File: config.mk
export PLATFORM = sky130hd
export DESIGN_NAME = i2s_axis_burst_ctrl
export DESIGN_NICKNAME = d
export VERILOG_FILES = /design/src/rtl/i2s_axis_pkg.sv /design/src/rtl/i2s_axis_burst_ctrl_err.sv /design/src/rtl/i2s_axis_burst_ctrl.sv
export SDC_FILE = /design/constraint.sdc
export NUM_CORES = 1
export LEC_CHECK = 0
export CORE_UTILIZATION = 48
export CTS_BUF_LIST = sky130_fd_sc_hd__clkbuf_4 sky130_fd_sc_hd__clkbuf_8 sky130_fd_sc_hd__clkbuf_16
export CTS_CLUSTER_DIAMETER = 40
export DETAILED_ROUTE_END_ITERATION = 8
export GPL_TIMING_DRIVEN = 0
export MAX_ROUTING_LAYER = met4
export PLACE_DENSITY = 0.86
export SLEW_MARGIN = 5
export SYNTH_ARGS = -nofsm -noshare
export SYNTH_HDL_FRONTEND = slang
export SYNTH_SLANG_ARGS = --single-unit
File: constraint.sdc
create_clock -name M_AXIS_ACLK -period 2.4 [get_ports M_AXIS_ACLK]
set_input_delay 0.72 -clock M_AXIS_ACLK [delete_from_list [all_inputs] [get_ports M_AXIS_ACLK]]
set_output_delay 0.72 -clock M_AXIS_ACLK [all_outputs]
set_load 0.01 [all_outputs]
File: src/rtl/i2s_axis_pkg.sv
// Purpose : shared state encoding, channel flag values and counter widths for the I2S-to-AXIS burst controller.
// Latency : n/a (types and constants only).
// Backpressure: n/a.
package i2s_axis_pkg;

    typedef enum logic [2:0] {
        ST_IDLE      = 3'd0,
        ST_ISSUE     = 3'd1,
        ST_WAIT_DATA = 3'd2,
        ST_SEND      = 3'd3,
        ST_FILL      = 3'd4
    } state_t;

    // Value of the top bit of a FIFO word: which I2S channel it came from.
    localparam logic CHAN_LEFT  = 1'b0;
    localparam logic CHAN_RIGHT = 1'b1;

    localparam int BURST_CNT_W = 16;
    localparam int ERR_CNT_W   = 8;

endpackage

File: src/rtl/i2s_axis_burst_ctrl_err.sv
// Purpose : optional 2FF synchroniser, rising-edge detect and 8-bit saturating event counter.
// Latency : 3 cycles from flag to count (SYNC_EN=1), 1 cycle when the synchroniser is bypassed.
// Backpressure: none; counts every detected rising edge until it saturates at 255.
// Ports   : clk, rst_n (async active-low), flag_in (level or pulse), count (saturating event count).
module err_sync_edge_cnt
    import i2s_axis_pkg::*;
#(
    parameter bit SYNC_EN = 1'b1
) (
    input  logic                 clk,
    input  logic                 rst_n,
    input  logic                 flag_in,
    output logic [ERR_CNT_W-1:0] count
);

    logic                 sync1_q, sync2_q, prev_q;
    logic                 lvl;
    logic                 rise;
    logic [ERR_CNT_W-1:0] count_q, count_d;

    // A synchronous source skips the synchroniser so its pulses are not delayed.
    assign lvl  = SYNC_EN ? sync2_q : flag_in;
    assign rise = lvl & ~prev_q;

    always_comb begin
        count_d = count_q;
        if (rise && (count_q != {ERR_CNT_W{1'b1}})) begin
            count_d = count_q + 1'b1;
        end
    end

    always_ff @(posedge clk or negedge rst_n) begin
        if (!rst_n) begin
            sync1_q <= 1'b0;
            sync2_q <= 1'b0;
            prev_q  <= 1'b0;
            count_q <= '0;
        end else begin
            sync1_q <= flag_in;
            sync2_q <= sync1_q;
            prev_q  <= lvl;
            count_q <= count_d;
        end
    end

    assign count = count_q;

endmodule

File: src/rtl/i2s_axis_burst_ctrl.sv
// Purpose : reads words from the I2S receive FIFO and emits them as fixed-length AXI4-Stream bursts with TLAST.
// Latency : RD_HOLD_CYCLES + RD_LATENCY + 1 cycles from read start to TVALID; one beat per FIFO read.
// Backpressure: holds one word under TREADY low; no new FIFO read is issued while TVALID is high.
// Ports   : M_AXIS_ACLK/M_AXIS_ARESETN clock and async active-low reset; enable, fifo_* read side of the FIFO;
//           M_AXIS_* stream master; busy, burst_count, overflow_count, underflow_count status.
// Option  : define I2S_AXIS_CHANNEL_ALIGN_EN to drop right-channel words at burst start (adds misalign_count).
module i2s_axis_burst_ctrl
    import i2s_axis_pkg::*;
#(
    parameter int DATA_WIDTH             = 32,
    parameter int NUMBER_OF_OUTPUT_WORDS = 8,
    parameter int RD_HOLD_CYCLES         = 3,
    parameter int RD_LATENCY             = 1
) (
    input  logic                    M_AXIS_ACLK,
    input  logic                    M_AXIS_ARESETN,
    input  logic                    enable,
    input  logic                    fifo_output_ready,
    input  logic [DATA_WIDTH-1:0]   fifo_rdata,
    input  logic                    fifo_buffer_full_error,
    input  logic                    fifo_buffer_empty_error,
    output logic                    fifo_read_enable,
    output logic                    M_AXIS_TVALID,
    output logic [DATA_WIDTH-1:0]   M_AXIS_TDATA,
    output logic [DATA_WIDTH/8-1:0] M_AXIS_TSTRB,
    output logic                    M_AXIS_TLAST,
    input  logic                    M_AXIS_TREADY,
    output logic                    busy,
`ifdef I2S_AXIS_CHANNEL_ALIGN_EN
    output logic [ERR_CNT_W-1:0]    misalign_count,
`endif
    output logic [BURST_CNT_W-1:0]  burst_count,
    output logic [ERR_CNT_W-1:0]    overflow_count,
    output logic [ERR_CNT_W-1:0]    underflow_count
);

    localparam logic [7:0] LAST_IDX  = 8'(NUMBER_OF_OUTPUT_WORDS - 1);
    localparam logic [3:0] HOLD_LOAD = 4'(RD_HOLD_CYCLES - 1);
    localparam logic [3:0] LAT_LOAD  = 4'((RD_LATENCY > 0) ? RD_LATENCY - 1 : 0);

    state_t                 state_q, state_d;
    logic [3:0]             hold_cnt_q, hold_cnt_d;
    logic [3:0]             lat_cnt_q, lat_cnt_d;
    logic [7:0]             word_idx_q, word_idx_d;
    logic                   rd_en_q, rd_en_d;
    logic                   tvalid_q, tvalid_d;
    logic [DATA_WIDTH-1:0]  tdata_q, tdata_d;
    logic                   tlast_q, tlast_d;
    logic                   busy_q, busy_d;
    logic [BURST_CNT_W-1:0] burst_cnt_q, burst_cnt_d;
    logic                   do_capture;
    logic                   start_issue;
    logic                   misalign_pulse;

    always_comb begin
        state_d        = state_q;
        hold_cnt_d     = hold_cnt_q;
        lat_cnt_d      = lat_cnt_q;
        word_idx_d     = word_idx_q;
        rd_en_d        = rd_en_q;
        tvalid_d       = tvalid_q;
        tdata_d        = tdata_q;
        tlast_d        = tlast_q;
        burst_cnt_d    = burst_cnt_q;
        do_capture     = 1'b0;
        start_issue    = 1'b0;
        misalign_pulse = 1'b0;

        case (state_q)
            ST_IDLE: begin
                if (enable && fifo_output_ready) begin
                    start_issue = 1'b1;
                end
            end
            ST_ISSUE: begin
                if (hold_cnt_q == 4'd0) begin
                    rd_en_d = 1'b0;
                    // Zero latency: data is already valid as the strobe drops.
                    if (RD_LATENCY == 0) begin
                        do_capture = 1'b1;
                    end else begin
                        state_d   = ST_WAIT_DATA;
                        lat_cnt_d = LAT_LOAD;
                    end
                end else begin
                    hold_cnt_d = hold_cnt_q - 4'd1;
                end
            end
            ST_WAIT_DATA: begin
                if (lat_cnt_q == 4'd0) begin
                    do_capture = 1'b1;
                end else begin
                    lat_cnt_d = lat_cnt_q - 4'd1;
                end
            end
            ST_SEND: begin
                if (M_AXIS_TREADY) begin
                    tvalid_d = 1'b0;
                    tlast_d  = 1'b0;
                    if (tlast_q) begin
                        burst_cnt_d = burst_cnt_q + 1'b1;
                        word_idx_d  = 8'd0;
                        state_d     = ST_IDLE;
                    end else begin
                        word_idx_d = word_idx_q + 8'd1;
                        if (fifo_output_ready) begin
                            start_issue = 1'b1;
                        end else begin
                            state_d = ST_FILL;
                        end
                    end
                end
            end
            ST_FILL: begin
                if (fifo_output_ready) begin
                    start_issue = 1'b1;
                end
            end
            default: begin
                state_d = ST_IDLE;
            end
        endcase

        if (do_capture) begin
`ifdef I2S_AXIS_CHANNEL_ALIGN_EN
            // A burst must open on a left sample; a leading right word is dropped and re-read.
            if ((word_idx_q == 8'd0) && (fifo_rdata[DATA_WIDTH-1] == CHAN_RIGHT)) begin
                misalign_pulse = 1'b1;
                if (fifo_output_ready) begin
                    start_issue = 1'b1;
                end else begin
                    state_d = ST_FILL;
                end
            end else
`endif
            begin
                tdata_d  = fifo_rdata;
                tlast_d  = (word_idx_q == LAST_IDX);
                tvalid_d = 1'b1;
                state_d  = ST_SEND;
            end
        end

        if (start_issue) begin
            state_d    = ST_ISSUE;
            rd_en_d    = 1'b1;
            hold_cnt_d = HOLD_LOAD;
        end

        busy_d = (state_d != ST_IDLE);
    end

    always_ff @(posedge M_AXIS_ACLK or negedge M_AXIS_ARESETN) begin
        if (!M_AXIS_ARESETN) begin
            state_q     <= ST_IDLE;
            hold_cnt_q  <= 4'd0;
            lat_cnt_q   <= 4'd0;
            word_idx_q  <= 8'd0;
            rd_en_q     <= 1'b0;
            tvalid_q    <= 1'b0;
            tdata_q     <= '0;
            tlast_q     <= 1'b0;
            busy_q      <= 1'b0;
            burst_cnt_q <= '0;
        end else begin
            state_q     <= state_d;
            hold_cnt_q  <= hold_cnt_d;
            lat_cnt_q   <= lat_cnt_d;
            word_idx_q  <= word_idx_d;
            rd_en_q     <= rd_en_d;
            tvalid_q    <= tvalid_d;
            tdata_q     <= tdata_d;
            tlast_q     <= tlast_d;
            busy_q      <= busy_d;
            burst_cnt_q <= burst_cnt_d;
        end
    end

    assign fifo_read_enable = rd_en_q;
    assign M_AXIS_TVALID    = tvalid_q;
    assign M_AXIS_TDATA     = tdata_q;
    assign M_AXIS_TLAST     = tlast_q;
    assign M_AXIS_TSTRB     = {(DATA_WIDTH/8){1'b1}};
    assign busy             = busy_q;
    assign burst_count      = burst_cnt_q;

    err_sync_edge_cnt #(.SYNC_EN(1'b1)) u_ovf_cnt (
        .clk     (M_AXIS_ACLK),
        .rst_n   (M_AXIS_ARESETN),
        .flag_in (fifo_buffer_full_error),
        .count   (overflow_count)
    );

    err_sync_edge_cnt #(.SYNC_EN(1'b1)) u_udf_cnt (
        .clk     (M_AXIS_ACLK),
        .rst_n   (M_AXIS_ARESETN),
        .flag_in (fifo_buffer_empty_error),
        .count   (underflow_count)
    );

`ifdef I2S_AXIS_CHANNEL_ALIGN_EN
    err_sync_edge_cnt #(.SYNC_EN(1'b0)) u_mis_cnt (
        .clk     (M_AXIS_ACLK),
        .rst_n   (M_AXIS_ARESETN),
        .flag_in (misalign_pulse),
        .count   (misalign_count)
    );
`else
    logic unused_misalign;
    assign unused_misalign = misalign_pulse;
`endif

endmodule

==> summary.txt <==
Most frequent cell after synthesis - dfrtp_1
Fmax - 0.474 GHz
Die area - 0.00883 mm2
Rel. slew slack - 60.4%
RSZ-0062 raised after global routing - false
Largest area contributor in the netlist - dfrtp_1
Async SR Flop Fraction - 100%
Register area share after synthesis - 57.3%
Synth-to-Final Area Change - 35.4%
Vias in the first global route - 2,981
Hold Path Sink - u_ovf_cnt.lvl
Worst path cell trace - clkdlybuf4s50_1
Number of enable flip-flop cells after synthesis - 0
CTS resizes - 0
Worst EP arrival - 1390 ps
Top fanout value on the critical path - 6
Layout cells sized above 1 - 15.7%
Max-cap violations - 0
Crit path buffers/inverters - 1
CTS Hold Bufs - 0
Via count - 2,891
H-tree levels - 3
R2R depth - 6
Pre-antenna DRT Iters - 4
Slowest CP cell - clkdlybuf4s50_1
TritonCTS Sinks - 93
Worst clock skew - 5.24 ps
Post-route ant nets - 0
Post-synthesis register bit count - 93
Port Buf Inserts - 106
Antenna Cells - 0
Initial Util - 49.4%
Share of the synthesized area in the top cell type - 57.3%
Synthesized area - 0.00406 mm2
Die X - 94.0 um
Clock slew at reported path FFs - 90 ps
Hold/Removal Path Class - reg -> reg
Final period utilization - 87.9%
Final slew viol count - 0
Die Height - 94.0 um
Slew @ Worst Pin - 593 ps
Num ports - 111
Ys Warns - 0
Clk buf depth - 2
Crit. End Element - output port
P per Cell Area - 1030 mW/mm2
Core Region - 0.00822 mm2
First-pass GRT wire length - 13,100 um
Fin crit period - 2110 ps
Fin nets - 495
Hold Path Depth - 0
Routability Congestion - 0.851
Wire per inst - 13.7 um
Critical Path RT - 1680 ps
Library cells used by synthesis - 42
Total Wirelength - 7670 um
Main synth FF type - dfrtp_1
DRC Markers - 0
Via density - 5.18
Critical Path Max Stage Delay - 580 ps
Final core occ - 66.9%
Multi-input gate area - 0.00164 mm2
Setup TNS - 0 ps
Layout fillers - 617
CTS tree - done
Post-CTS setup buffer count - 0
Antenna violations before repair - 0
DRT iter0 DRCs - 59
Average size of a mapped cell - 12.4 um2
Num rows - 33
Worst hold start - u_ovf_cnt.sync1_q
FF-to-FF Start - hold_cnt_q[0]
CP delay by family, top - buffers and inverters
P_leak - 0.00245 uW
Detailed Place HPWL - 5690 um
Peak supply drop - 0.551 mV
R2R Path End - busy
Flop2flop setup slack - 360 ps
Critical path class - reg -> out
Top post-synthesis cells by count - dfrtp_1, mux2_2, nand2_1
Largest cells by area after synthesis - dfrtp_1, mux2_2, xor2_1
Total congestion overflow - 0
Status - complete, no violations
Setup violations, final - 0
CTS Buf Count - 9
GRT Resource Usage Total - 19.5%
Cell count after synthesis - 327
Clock Latency Late Sink - 350 ps
Register area - 0.00233 mm2
Worst setup SP type - flip-flop
Final hold viol count - 0
Clk Tree Root Cell - clkbuf_8
Largest net degree at the start of global routing - 54
-- metrics by stage --
step	setup slack, ps	hold slack (ps)	std cells	area [um2]	power, uW
after floorplan	531	331	330	4070	3500
after global placement	-2760	332	541	5270	4540
after detailed placement	-77.9	336	542	5290	4640
after CTS	278	357	558	5500	5730
after global routing	224	368	558	5500	6040
final	290	354	558	5500	5650
-- placed cells by master (no fill, tap or decap), types with 2 or more instances in the layout --
cell type        count
a21o_1               2
nand2_1             28
nor3_1              11
nand4_1              7
mux2i_1              3
xnor2_1             16
nor2_1              23
nor4_1               2
xor2_1              18
a21oi_1              4
inv_1                8
buf_4                6
clkbuf_8            11
a211o_1              2
clkinv_2             2
buf_6                3
clkbuf_1             2
nand3_1             20
and3_1               4
mux2_2              35
clkdlybuf4s50_1    105
ha_1                 8
o21ai_0              9
conb_1               4
nand2b_1             2
dfrtp_1             93
and4_1               3
-- worst max-delay path by stage --
stage	from	end	slack, ps	cells past startpoint
floorplan	hold_cnt_q[0]	busy	530	6
global placement	M_AXIS_ARESETN	M_AXIS_TDATA[31]	-2760	1
detailed placement	M_AXIS_TREADY	burst_count[12]	-80	5
CTS	u_udf_cnt.count[2]	underflow_count[2]	280	1
global route	u_udf_cnt.count[2]	underflow_count[2]	220	1
finish	u_udf_cnt.count[2]	underflow_count[2]	290	1
-- sequential cells by signal (all words and copies together), names as in the netlist, 3 cells and up --
register	flops
word_idx_q	8
u_ovf_cnt.count	8
u_udf_cnt.count	8
state_q	3
hold_cnt_q	4
burst_count	16
M_AXIS_TDATA	32
lat_cnt_q	4
-- per-layer routing --
layer  track usage (%)  routed length [um]  vias up
li1                  -                   -     1370
met1              22.5                3240     1436
met2              33.5                3970       78
met3              5.18                 382        7
met4              5.38                  72        0
met5                 -                   0        -
-- final cells by class --
cell class / count / share of cell area, %
multi-input combinational: 219 / 29.8
clock inverter: 5 / 1.05
inverter: 8 / 0.546
timing repair buffer: 107 / 19.7
tap: 105 / 2.39
sequential: 93 / 42.3
buffer: 10 / 1.43
clock buffer: 11 / 2.75
-- cell families after synthesis --
group,count (synthesis),share of synthesized area (%)
XOR/XNOR,34,7.33
buffers and inverters,18,2.68
other,1,0.0923
adder cells (fa/ha/maj),8,2.46
AO/OA/AOI/OAI,22,4.22
flip-flops,93,57.3
multiplexers,38,10.4
AND/OR/NAND/NOR,113,15.5
-- power breakdown --
| part | total [uW] | internal [uW] | switching [uW] |
|---|---|---|---|
| Sequential | 2420 | 2050 | 369 |
| Combinational | 2160 | 1310 | 858 |
| Clock | 1070 | 541 | 528 |
| Total | 5650 | 3900 | 1760 |
Power figures use the tool's default switching activity.
